### src/rtl/turn_controller_pkg.sv
// turn_controller_pkg: shared encodings for the Subtract-Square turn controller.
// Latency: n/a (types and constants only).
// Backpressure: n/a.
// Contents: FSM state encoding (S_IDLE/S_ARM/S_PLAY/S_OVER), timer frequency
// codes (FREQ_SLOW/FREQ_FAST/FREQ_STOP) and the default pile width.
package turn_controller_pkg;

  typedef enum logic [1:0] {
    S_IDLE = 2'd0,
    S_ARM  = 2'd1,
    S_PLAY = 2'd2,
    S_OVER = 2'd3
  } state_t;

  localparam logic [1:0] FREQ_SLOW = 2'b00;
  localparam logic [1:0] FREQ_FAST = 2'b11;
  localparam logic [1:0] FREQ_STOP = 2'b01;

  localparam int PILE_W_DEF = 7;

endpackage

### src/rtl/turn_controller_expiry_detect.sv
// turn_controller_expiry_detect: turns the timer's time_up level into an expiry pulse.
// Latency: o_expire is combinational on the cycle time_up is first seen high after arming.
// Backpressure: none; the pulse is offered once and not held.
// Ports:
//   i_clk      system clock
//   i_reset    synchronous active-high reset (clears armed)
//   i_arm_clr  clears armed (asserted while the controller is in ARM)
//   i_play     controller is in PLAY; arming is only allowed here
//   i_time_up  timer expiry level
//   o_expire   one-cycle pulse: armed and rising edge of time_up
module turn_controller_expiry_detect (
  input  logic i_clk,
  input  logic i_reset,
  input  logic i_arm_clr,
  input  logic i_play,
  input  logic i_time_up,
  output logic o_expire
);

  logic r_time_up_q;
  logic r_armed;

  // The timer holds time_up high while it is being reset, so an edge only
  // counts once time_up has been observed low inside PLAY.
  always_ff @(posedge i_clk) begin
    if (i_reset) begin
      r_time_up_q <= 1'b1;
      r_armed     <= 1'b0;
    end else begin
      r_time_up_q <= i_time_up;
      if (i_arm_clr) begin
        r_armed <= 1'b0;
      end else if (i_play && !i_time_up) begin
        r_armed <= 1'b1;
      end
    end
  end

  assign o_expire = r_armed && i_time_up && !r_time_up_q;

endmodule

### src/rtl/turn_controller.sv
// turn_controller: Subtract-Square game sequencer driving the 30-second timer.
// Latency: a move or expiry sampled on cycle N is reflected on the outputs at N+1.
// Backpressure: none; moves outside PLAY are dropped, rejected moves pulse illegal.
// Ports:
//   clk, reset_n (synchronous, active-HIGH despite the name)
//   start, move_valid, move_root[2:0], time_up            inputs
//   timer_reset, frequency[1:0], pile, player, illegal,
//   winner_valid, winner                                   registered outputs
// Optional feature macro TURN_AUTOMOVE_EN: expiry becomes a forced root-1 move
// and the next player runs on the fast timer until they make a legal move.
module turn_controller
  import turn_controller_pkg::*;
#(
  parameter int PILE_W    = PILE_W_DEF,
  parameter int PILE_INIT = 30,
  parameter int MAX_ROOT  = 5
) (
  input  logic              clk,
  input  logic              reset_n,
  input  logic              start,
  input  logic              move_valid,
  input  logic [2:0]        move_root,
  input  logic              time_up,
  output logic              timer_reset,
  output logic [1:0]        frequency,
  output logic [PILE_W-1:0] pile,
  output logic              player,
  output logic              illegal,
  output logic              winner_valid,
  output logic              winner
);

  state_t            r_state, w_state_nxt;
  logic [PILE_W-1:0] r_pile, w_pile_nxt;
  logic              r_player, w_player_nxt;
  logic              r_illegal, w_illegal_nxt;
  logic              r_winner_valid, w_winner_valid_nxt;
  logic              r_winner, w_winner_nxt;
`ifdef TURN_AUTOMOVE_EN
  logic              r_fast, w_fast_nxt;
`endif

  logic              w_expire;
  logic [PILE_W:0]   w_sq;
  logic              w_root_ok;
  logic              w_legal;
  logic              w_apply;
  logic [PILE_W-1:0] w_take;
  logic [PILE_W-1:0] w_left;

  turn_controller_expiry_detect u_expiry (
    .i_clk     (clk),
    .i_reset   (reset_n),
    .i_arm_clr (r_state == S_ARM),
    .i_play    (r_state == S_PLAY),
    .i_time_up (time_up),
    .o_expire  (w_expire)
  );

  // One extra bit so 7*7 cannot wrap before the compare against the pile.
  assign w_sq      = (PILE_W+1)'(move_root) * (PILE_W+1)'(move_root);
  assign w_root_ok = (move_root != 3'd0) && (move_root <= 3'(MAX_ROOT));
  assign w_legal   = (r_state == S_PLAY) && move_valid && w_root_ok &&
                     (w_sq <= {1'b0, r_pile});

`ifdef TURN_AUTOMOVE_EN
  // A legal move takes priority; otherwise an expiry removes a single token.
  assign w_apply = w_legal || w_expire;
  assign w_take  = w_legal ? w_sq[PILE_W-1:0] : PILE_W'(1);
`else
  assign w_apply = w_legal;
  assign w_take  = w_sq[PILE_W-1:0];
`endif
  assign w_left = r_pile - w_take;

  always_comb begin
    w_state_nxt        = r_state;
    w_pile_nxt         = r_pile;
    w_player_nxt       = r_player;
    w_illegal_nxt      = 1'b0;
    w_winner_valid_nxt = r_winner_valid;
    w_winner_nxt       = r_winner;
`ifdef TURN_AUTOMOVE_EN
    w_fast_nxt         = r_fast;
`endif
    case (r_state)
      S_IDLE, S_OVER: begin
        if (start) begin
          w_pile_nxt         = PILE_W'(PILE_INIT);
          w_player_nxt       = 1'b0;
          w_winner_valid_nxt = 1'b0;
          w_state_nxt        = S_ARM;
`ifdef TURN_AUTOMOVE_EN
          w_fast_nxt         = 1'b0;
`endif
        end
      end
      S_ARM: w_state_nxt = S_PLAY;
      S_PLAY: begin
        if (move_valid && !w_legal) begin
          w_illegal_nxt = 1'b1;
        end
        if (w_apply) begin
          w_pile_nxt = w_left;
          if (w_left == '0) begin
            w_winner_nxt       = r_player;
            w_winner_valid_nxt = 1'b1;
            w_state_nxt        = S_OVER;
          end else begin
            w_player_nxt = ~r_player;
            w_state_nxt  = S_ARM;
          end
`ifdef TURN_AUTOMOVE_EN
          w_fast_nxt = !w_legal;
`endif
        end
`ifndef TURN_AUTOMOVE_EN
        else if (w_expire) begin
          w_winner_nxt       = ~r_player;
          w_winner_valid_nxt = 1'b1;
          w_state_nxt        = S_OVER;
        end
`endif
      end
      default: w_state_nxt = S_IDLE;
    endcase
  end

  always_ff @(posedge clk) begin
    if (reset_n) begin
      r_state        <= S_IDLE;
      r_pile         <= PILE_W'(PILE_INIT);
      r_player       <= 1'b0;
      r_illegal      <= 1'b0;
      r_winner_valid <= 1'b0;
      r_winner       <= 1'b0;
`ifdef TURN_AUTOMOVE_EN
      r_fast         <= 1'b0;
`endif
    end else begin
      r_state        <= w_state_nxt;
      r_pile         <= w_pile_nxt;
      r_player       <= w_player_nxt;
      r_illegal      <= w_illegal_nxt;
      r_winner_valid <= w_winner_valid_nxt;
      r_winner       <= w_winner_nxt;
`ifdef TURN_AUTOMOVE_EN
      r_fast         <= w_fast_nxt;
`endif
    end
  end

  // Timer controls decode straight from the state register. ARM already shows
  // the speed the upcoming turn will run at; the timer is held in reset there.
  assign timer_reset = (r_state != S_PLAY);
`ifdef TURN_AUTOMOVE_EN
  assign frequency = ((r_state == S_PLAY) || (r_state == S_ARM)) ?
                     (r_fast ? FREQ_FAST : FREQ_SLOW) : FREQ_STOP;
`else
  assign frequency = ((r_state == S_PLAY) || (r_state == S_ARM)) ? FREQ_SLOW : FREQ_STOP;
`endif

  assign pile         = r_pile;
  assign player       = r_player;
  assign illegal      = r_illegal;
  assign winner_valid = r_winner_valid;
  assign winner       = r_winner;

endmodule

### config.mk
export PLATFORM = sky130hd
export DESIGN_NAME = turn_controller
export DESIGN_NICKNAME = d
export VERILOG_FILES = /design/src/rtl/turn_controller_pkg.sv /design/src/rtl/turn_controller_expiry_detect.sv /design/src/rtl/turn_controller.sv
export SDC_FILE = /design/constraint.sdc
export NUM_CORES = 1
export LEC_CHECK = 0
export BUFFER_PORTS_ARGS = -buffer_cell sky130_fd_sc_hd__buf_2
export CAP_MARGIN = 20
export CORE_MARGIN = 2
export CORE_UTILIZATION = 49
export DETAILED_ROUTE_END_ITERATION = 10
export HOLD_SLACK_MARGIN = 0.12
export PLACE_DENSITY = 0.76
export SETUP_SLACK_MARGIN = 0.1
export SYNTH_ARGS = -nofsm -noshare
export SYNTH_HDL_FRONTEND = slang
export SYNTH_SLANG_ARGS = --single-unit
### constraint.sdc
create_clock -name clk -period 2.55 [get_ports clk]
set_clock_uncertainty 0.05 [all_clocks]
set_input_delay 0.255 -clock clk [delete_from_list [all_inputs] [get_ports clk]]
set_output_delay 0.255 -clock clk [all_outputs]
set_load 0.1 [all_outputs]
==> results of run 1 <==
final cells by class:
cell class | count | area, sq um
Multi-Input combinational cell | 107 | 851
Clock buffer | 3 | 22.5
Fill cell | 184 | 684
Sequential cell | 15 | 319
Timing Repair Buffer | 39 | 248
Inverter | 12 | 47.5
Clock inverter | 1 | 5.00
Tap cell | 28 | 35.0
metrics by stage:
| step | area (sq um) | setup TNS [ps] |
|---|---|---|
| final | 1530 | 0 |
| after global routing | 1530 | 0 |
| after CTS | 1470 | 0 |
| after detailed placement | 1410 | -1730 |
| after global placement | 1410 | -675 |
| after floorplan | 1200 | 0 |
worst reg2reg max path, stage by stage, from the launching register on:
cell                        delay, ps
sky130_fd_sc_hd__dfxtp_4          370
sky130_fd_sc_hd__inv_4             40
sky130_fd_sc_hd__ha_4             200
sky130_fd_sc_hd__or3b_4           360
sky130_fd_sc_hd__a221o_1          370
sky130_fd_sc_hd__a211o_1          360
sky130_fd_sc_hd__nand2_2          120
sky130_fd_sc_hd__o2111ai_1        150
sky130_fd_sc_hd__a221oi_2         280
routing by layer:
layer / wire length [um] / part of all wire / GRT usage / vias up
li1: - / - / - / 595
met1: 1410 / 0.43 / 0.311 / 559
met2: 1610 / 0.50 / 0.456 / 43
met3: 170 / 0.052 / 0.0486 / 7
met4: 56 / 0.017 / 0.0855 / 0
met5: 0 / 0 / 0 / -
where the power goes:
part / total, mW / internal, mW / switching [mW]
sequential: 0.259 / 0.245 / 0.0136
combinational: 0.497 / 0.159 / 0.338
clock: 0.151 / 0.0585 / 0.0921
synthesized netlist by cell type (4+ instances only):
master	instances
sky130_fd_sc_hd__and2_1	4
sky130_fd_sc_hd__a21oi_1	9
sky130_fd_sc_hd__dfxtp_1	15
sky130_fd_sc_hd__nor2b_1	5
sky130_fd_sc_hd__o21bai_1	4
sky130_fd_sc_hd__nand2b_1	4
sky130_fd_sc_hd__nand2_1	4
sky130_fd_sc_hd__ha_1	10
sky130_fd_sc_hd__o21ai_0	5
sky130_fd_sc_hd__inv_1	12
sky130_fd_sc_hd__nor3_1	7
final timing paths:
kind / start / to / slack (ps) / cells after the start
setup / recovery: move_root[0] / player$_SDFFE_PP0P_ / 130 / 13
hold / removal: move_valid / illegal$_SDFF_PP0_ / 140 / 3
setup reg to reg: pile[0]$_SDFFE_PP0P_ / winner_valid$_SDFFE_PP0P_ / 150 / 8
hold reg to reg: winner_valid$_SDFFE_PP0P_ / winner_valid$_SDFFE_PP0P_ / 440 / 2
what timing repair did:
item | CTS | global route
hold buffers | 2 | 0
buffers inserted | 2 | 2
resized for setup | 1 | 9
pin swaps | 4 | 10
endpoints found under the hold margin | 2 | 0
setup endpoints to repair | 1 | 12
sequential cells by signal, summed over array words and instances, names as in the netlist:
signal / cells
r_state: 2
pile: 7
winner_valid: 1
player: 1
u_expiry.r_time_up_q: 1
illegal: 1
u_expiry.r_armed: 1
winner: 1
cell families (layout without fill, tap and decap cells):
family	after synthesis	after routing	share of synthesized area
compound gates	43	43	0.276
xor+xnor	4	4	0.0304
fa+ha+maj	10	10	0.109
buf+inv	17	55	0.0608
flops	15	15	0.261
other cells	1	1	0.00325
simple gates	49	49	0.261
==> results summary, run 1 <==
The flow ran to the end, and the final reports show no timing, DRC or antenna violations. The worst setup path is captured at a flip-flop. The minimum hold slack came out at 145 ps. The count of distinct cell types in the synthesized netlist came out at 49. The number of global-route vias before repair came out at 1137. The global-route wire length before repair came out at 5.30 mm.

The core box area came out at 2210 sq um. The delay of the slowest cell on the worst path came out at 360 ps. The pre-CTS setup slack is -199 ps. TritonCTS built the clock tree.

IR analysis of the VDD net gives a maximum drop of 0.399 mV. For this run, the post-layout net count is 196. The path class of the tightest hold or removal check is in2reg.

The number of enable-type register cells in the synthesized netlist is 0. For the worst-skew pair, the clock arrives at the later sink with an insertion delay of 300 ps. Detailed placement ended at an HPWL of 2.37 mm. The slowest library cell on the worst path is sky130_fd_sc_hd__or3_1. The clock period minus final worst setup slack is 2420 ps. The share of the yosys chip area belonging to registers is 0.261.

Measured on the finished design, the core utilization comes to 0.691. The final RePlAce weighted congestion is 0.899. The cell chosen for the clock root is sky130_fd_sc_hd__clkbuf_4. The setup violation total in the final timing report came out at 0. The maximum fanout encountered on the critical timing path is 4. The count of pins over their slew limit came to 0. Once detail routing completed, the nets flagged for antenna violations numbered 0. The die footprint came out at 2760 sq um. The overall power after layout is 0.906 mW. The maximum clock frequency is 413 MHz. The commonest non-fill, non-tap cell in the layout is sky130_fd_sc_hd__buf_2. The count of H-tree levels built during CTS came out at 1. The largest net degree at the start of global routing is 17. The initial antenna violation count is 0. At the pin with the least slew margin, the transition time is 653 ps. In this run the tightest slew margin relative to its limit is 0.564. The post-route clock period utilization is 0.949. Global routing finished with a remaining overflow of 0. The maximum root-to-sink buffer count came out at 2. The wire length per cell after detailed routing is 15.8 um.

The number of placed I/O pins came out at 22. The arrival time of data at the critical path endpoint came out at 2610 ps. In this run, synthesis produced a sequential element count of 15. Of all cell types, the one taking the most synthesized area is sky130_fd_sc_hd__dfxtp_1.

By area the synthesized netlist is led by sky130_fd_sc_hd__dfxtp_1 (26%), sky130_fd_sc_hd__ha_1 (11%), sky130_fd_sc_hd__a21oi_1 (3.9%), sky130_fd_sc_hd__inv_1 (3.9%), sky130_fd_sc_hd__nor3_1 (3.0%). The total routing resource utilization after global routing came out at 0.258. The number of hold-slack violations in the final timing report came out at 0. The layout overhead on the synthesized area is 32.6%. The slack of the critical path is 129 ps. The fraction of registers with async set or reset after synthesis is 0. The width of the chip is 52.5 um. 0 antenna diodes ended up in the layout.

Setup repair after global routing could not meet its margin everywhere. The post-synthesis net count came out at 157. The CTS buffer count came out at 3.

Yosys printed 0 warnings. The leakage component of the power is 0.630 nW. After detailed routing, the total wire length is 3.25 mm.

In this design, the critical path's most frequently occurring cell is sky130_fd_sc_hd__buf_4. The number of buffers and inverters on the critical path is 3. The total number of clock tree sinks is 15. The via count of the routed design is 1204.

Dividing the detail-routed via count by the number of cells gives 5.87. The power density normalized to cell area came out at 593 nW/um^2. The number of buffers inserted by port buffering came out at 20. The initial standard-cell utilization of the core came out at 0.521. The netlist area before placement came out at 1150 sq um. The area fraction of the dominant cell type after synthesis is 0.261. For this run, the leading register cell type out of synthesis is sky130_fd_sc_hd__dfxtp_1.

The die height came out at 52.5 um. The clock transition at the registers of the reported paths is 100 ps. Broken down by cell family, the worst path's largest delay share belongs to simple AND/OR/NAND/NOR gates. The number of max-cap violations is 0. The number of violations reported at the end of detailed-routing iteration 0 came out at 28. In the final layout, the share of cells above drive strength 1 is 0.390. STA classifies the critical path startpoint as a primary input.

The number of standard cells in the final layout excluding fillers came out at 205. The critical path is of the in2reg type. The placed cell count came out at 195. The site row count came out at 17. The number of remaining DRC errors is 0.

The endpoint required time on the critical path is 2740 ps. The average cell area after synthesis came out at 8.29 sq um. The top cell types in the final layout, fill and taps aside, are sky130_fd_sc_hd__buf_2 (20), sky130_fd_sc_hd__buf_4 (17), sky130_fd_sc_hd__inv_1 (10), sky130_fd_sc_hd__a21oi_1 (9), sky130_fd_sc_hd__dfxtp_1 (8).

The number of iterations in the first detailed-routing pass came out at 4. The signal on the critical path passes through buf_2 -> and2_4 -> ha_4 -> xnor2_1 -> ha_1 -> and3_4 -> a221o_1 -> a211o_1 -> nand2_2 -> buf_4 -> buf_4 -> or3_1 -> a31oi_1. The synthesized instance count is 139.
No activity file was read; power rests on OpenSTA's default activity.
==> run 2: changes to the inputs <==
--- a/config.mk
+++ b/config.mk
@@ -5,6 +5,7 @@
 export SDC_FILE = /design/constraint.sdc
 export NUM_CORES = 1
 export LEC_CHECK = 0
+export ABC_AREA = 1
 export BUFFER_PORTS_ARGS = -buffer_cell sky130_fd_sc_hd__buf_2
 export CAP_MARGIN = 20
 export CORE_MARGIN = 2
==> run 2 against run 1 <==
  * Non-clock buffer count is 18 lower
  * Maximum frequency increased by 18%
  * First-iteration DRC count increased by 61%
  * Flip-flop and latch count unchanged
  * Final cell count is 18% higher
  * Synthesized area increased by 2.8%
  * Sequential share of layout area grew 1.5 points
  * Critical endpoint is now pile[5]$_SDFFE_PP0P_
  * Highest routed layer unchanged
==> results summary, run 2 <==
The post-route clock period utilization is 0.804. The leakage component of the power came out at 0.726 nW. The number of violations reported at the end of detailed-routing iteration 0 is 45. In this run, synthesis produced a sequential element count of 15. The post-cts repair resize count is 0. A synthesized cell averages 6.24 sq um.

The worst setup path is captured at a flip-flop. The count of cells along the worst register-to-register path came out at 14. The number of buffers and inverters on the critical path came out at 3. The number of nets with antenna violations after routing came out at 0. Sorting the synthesized cells by area gives the leading types as sky130_fd_sc_hd__dfxtp_1 (25%), sky130_fd_sc_hd__nand2_1 (17%), sky130_fd_sc_hd__ha_1 (11%), sky130_fd_sc_hd__inv_1 (9.5%), sky130_fd_sc_hd__nand3_1 (7.6%). The register with the most flip-flops in the layout has 7 of them. Of all nets on the critical path, the largest fanout is 9. The endpoint identified for the worst register-to-register timing path is winner$_SDFFE_PP0P_. The count of pins over their slew limit came to 0. The clock transition at the registers of the reported paths is 90 ps. The number of iterations in the first detailed-routing pass came out at 5.

For hold timing, the worst endpoint is u_expiry.r_time_up_q$_SDFF_PP1_. The count of distinct cell types in the synthesized netlist is 28. The arrival time of data at the critical path endpoint came out at 2180 ps. The synthesized instance count is 190. The hold buffer count at cts is 0. The die footprint came out at 2830 sq um. In this run the critical register-to-register path is launched from pile[0]$_SDFFE_PP0P_. The number of hold-slack violations in the final timing report is 0. The delay of the slowest cell on the worst path is 380 ps. The fraction of registers with async set or reset after synthesis came out at 0. The min-delay analysis places its worst path in the category in2reg. In this run the most critical hold path is launched from time_up. The maximum root-to-sink buffer count came out at 2. Setup violations remaining at the end of the flow were counted as 0. The worst vdd rail ir drop came out at 0.864 mV.

Using the TritonRoute via totals, the vias-per-cell ratio works out to 5.16. The most common cell in the synthesized netlist is sky130_fd_sc_hd__nand2_1. The core box area is 2250 sq um. After global routing the overflow that remains totals 0.

Among all stages on the critical path, the largest delay is contributed by sky130_fd_sc_hd__ha_1. 0 antenna diodes ended up in the layout. By count the netlist is led by sky130_fd_sc_hd__nand2_1 (55), sky130_fd_sc_hd__inv_1 (30), sky130_fd_sc_hd__nand3_1 (18). The layout overhead on the synthesized area came out at 13.2%. In the layout the commonest cells are sky130_fd_sc_hd__nand2_1 (55), sky130_fd_sc_hd__inv_1 (30), sky130_fd_sc_hd__buf_2 (20), sky130_fd_sc_hd__nand3_1 (18), sky130_fd_sc_hd__nor2_1 (17). In this run the worst setup path begins at move_root[0]. The netlist area before placement is 1180 sq um. The setup slack of the most critical reg-to-reg path came out at 530 ps. Buffers placed on the I/O ports in this run total 20. The clock period minus final worst setup slack is 2050 ps.

The initial standard-cell utilization of the core is 0.526. The final RePlAce weighted congestion came out at 0.883. The global-route wire length before repair is 4.32 mm. The filler cells instantiated in the layout total 230. For this run, the register share of the synthesized area comes to 0.253. The largest net degree at the start of global routing is 11. The class of the most critical setup path is in2reg. The number of placed I/O pins is 22.

The commonest non-fill, non-tap cell in the layout is sky130_fd_sc_hd__nand2_1. The area after detailed placement is 1320 sq um. The final layout contains routed wiring with a total length of 2.76 mm. The total routing resource utilization after global routing came out at 0.212.

The post-synthesis net count came out at 208. The number of max-cap violations came out at 0. Counting flops with a built-in enable in the synthesized netlist gives 0. Summing all flip-flop and latch instances after layout gives 300 sq um. The site row count came out at 17. The total number of yosys warnings is 0.

The count of H-tree levels built during CTS came out at 1. TritonCTS built the clock tree. In this design, the largest share of critical-path delay is due to simple AND/OR/NAND/NOR gates. The power density normalized to cell area is 1290 nW/um^2.

The total negative slack for setup checks is 0 ps. Summing over every cut layer, the via total after detailed routing is 1243. The HPWL after detailed placement is 2.30 mm. Counting instances, the worst hold path has a depth of 3. The die height is 53.2 um. The net total in the final layout came out at 232. Traced cell by cell, the critical path runs through buf_2 -> nand2_1 -> inv_1 -> ha_1 -> inv_1 -> ha_1 -> nand2_1 -> nor3_1 -> nand2_1 -> nand3_2 -> nand2_4 -> o21ai_2 -> nand2_4 -> o21ai_0 -> nor2_1. The run finished with clean final reports. For this run, the leading register cell type out of synthesis is sky130_fd_sc_hd__dfxtp_1. The share of layout cells above drive strength 1 came out at 0.178.

In this design, the critical path's most frequently occurring cell is sky130_fd_sc_hd__nand2_1. For this run, the top clock speed supported by timing is 488 MHz. The finished cells cover 1340 sq um. The root buffer cell chosen for the clock tree is sky130_fd_sc_hd__clkbuf_4.

The initial antenna violation count is 0. The wire length per cell after detailed routing came out at 11.5 um. Once the clock tree was built, the setup fixing pass inserted 0 buffers. The multi-input logic area is 746 sq um. sky130_fd_sc_hd__dfxtp_1 takes more of the synthesized area than any other cell. The number of remaining DRC errors came out at 0.

The total number of clock tree sinks is 15. STA classifies the critical path startpoint as a primary input. The worst-skew pair later-pin latency came out at 280 ps. The area fraction of the dominant cell type after synthesis came out at 0.253. Measured along the x axis, the die boundary spans 53.2 um. Setup repair after global routing left no endpoint under its margin. For the worst setup path, the data required time is 2680 ps. The number of global-route vias before repair was 1093. The CTS buffer count came out at 3.
[run 2: worst max-delay path by stage]
stage                     slack (ps)                   end  depth (start not counted)
after floorplan                  100   winner$_SDFFE_PP0P_                         14
after CTS                        530  pile[5]$_SDFFE_PP0P_                         15
after global placement           280  pile[1]$_SDFFE_PP1P_                         16
after detailed placement         220  pile[5]$_SDFFE_PP0P_                         15
after global routing             330   winner$_SDFFE_PP0P_                         14
final                            500  pile[5]$_SDFFE_PP0P_                         15
[run 2: logic make-up after synthesis]
kind of cell	Yosys count	share of synthesized area
DFF	15	0.253
xor gates and xnor gates	1	0.00739
AOI/OAI and AO/OA	20	0.0961
adders and majority gates	10	0.106
other	1	0.00316
and+or+nand+nor	108	0.417
buffers and inverters	35	0.117
[run 2: area by class of cell]
class,instances,share of cell area
Inverter,33,0.0942
Sequential cell,15,0.224
Clock buffer,4,0.0196
Timing Repair Buffer,21,0.0802
Multi-Input combinational cell,140,0.556
Tap cell,28,0.0261
[run 2: power by group]
| part | total (mW) | internal (mW) | switching, mW |
|---|---|---|---|
| Clock | 0.135 | 0.0608 | 0.0747 |
| Sequential | 0.346 | 0.297 | 0.0493 |
| Combinational | 1.24 | 0.293 | 0.950 |
[run 2: worst reg2reg max path, cell delays in order (launching register included)]
cell and delay (ps):
sky130_fd_sc_hd__dfxtp_1 320, sky130_fd_sc_hd__inv_1 90, sky130_fd_sc_hd__ha_1 210, sky130_fd_sc_hd__ha_1 220
sky130_fd_sc_hd__inv_1 90, sky130_fd_sc_hd__nand2_1 60, sky130_fd_sc_hd__nand2_1 70, sky130_fd_sc_hd__nand3b_1 130
sky130_fd_sc_hd__nand3_1 80, sky130_fd_sc_hd__nor2_1 130, sky130_fd_sc_hd__nand3_1 120, sky130_fd_sc_hd__nand2_1 120
sky130_fd_sc_hd__nand4_1 100, sky130_fd_sc_hd__nand2_1 80, sky130_fd_sc_hd__nor2_1 40
[run 2: per-stage QoR]
| step | std cells | power (mW) | utilization | hold WS [ps] | setup WS (ps) |
|---|---|---|---|---|---|
| 6_report | 241 | 1.72 | 0.595 | 142 | 501 |
| 5_1_grt | 241 | 1.84 | 0.595 | 154 | 333 |
| 4_1_cts | 241 | 1.73 | 0.595 | 140 | 526 |
| 3_5_place_dp | 237 | 1.59 | 0.583 | 405 | 221 |
| 3_3_place_gp | 237 | 1.57 | 0.583 | 401 | 285 |
| 2_1_floorplan | 190 | 1.38 | - | 274 | 102 |
[run 2: per-layer routing]
metal | GRT usage | vias to the layer above | routed length [um]
met3 | 0.0169 | 4 | 107
met4 | 0.103 | 0 | 48
met2 | 0.410 | 29 | 1440
met1 | 0.227 | 558 | 1170
met5 | 0 | - | 0
li1 | - | 652 | -
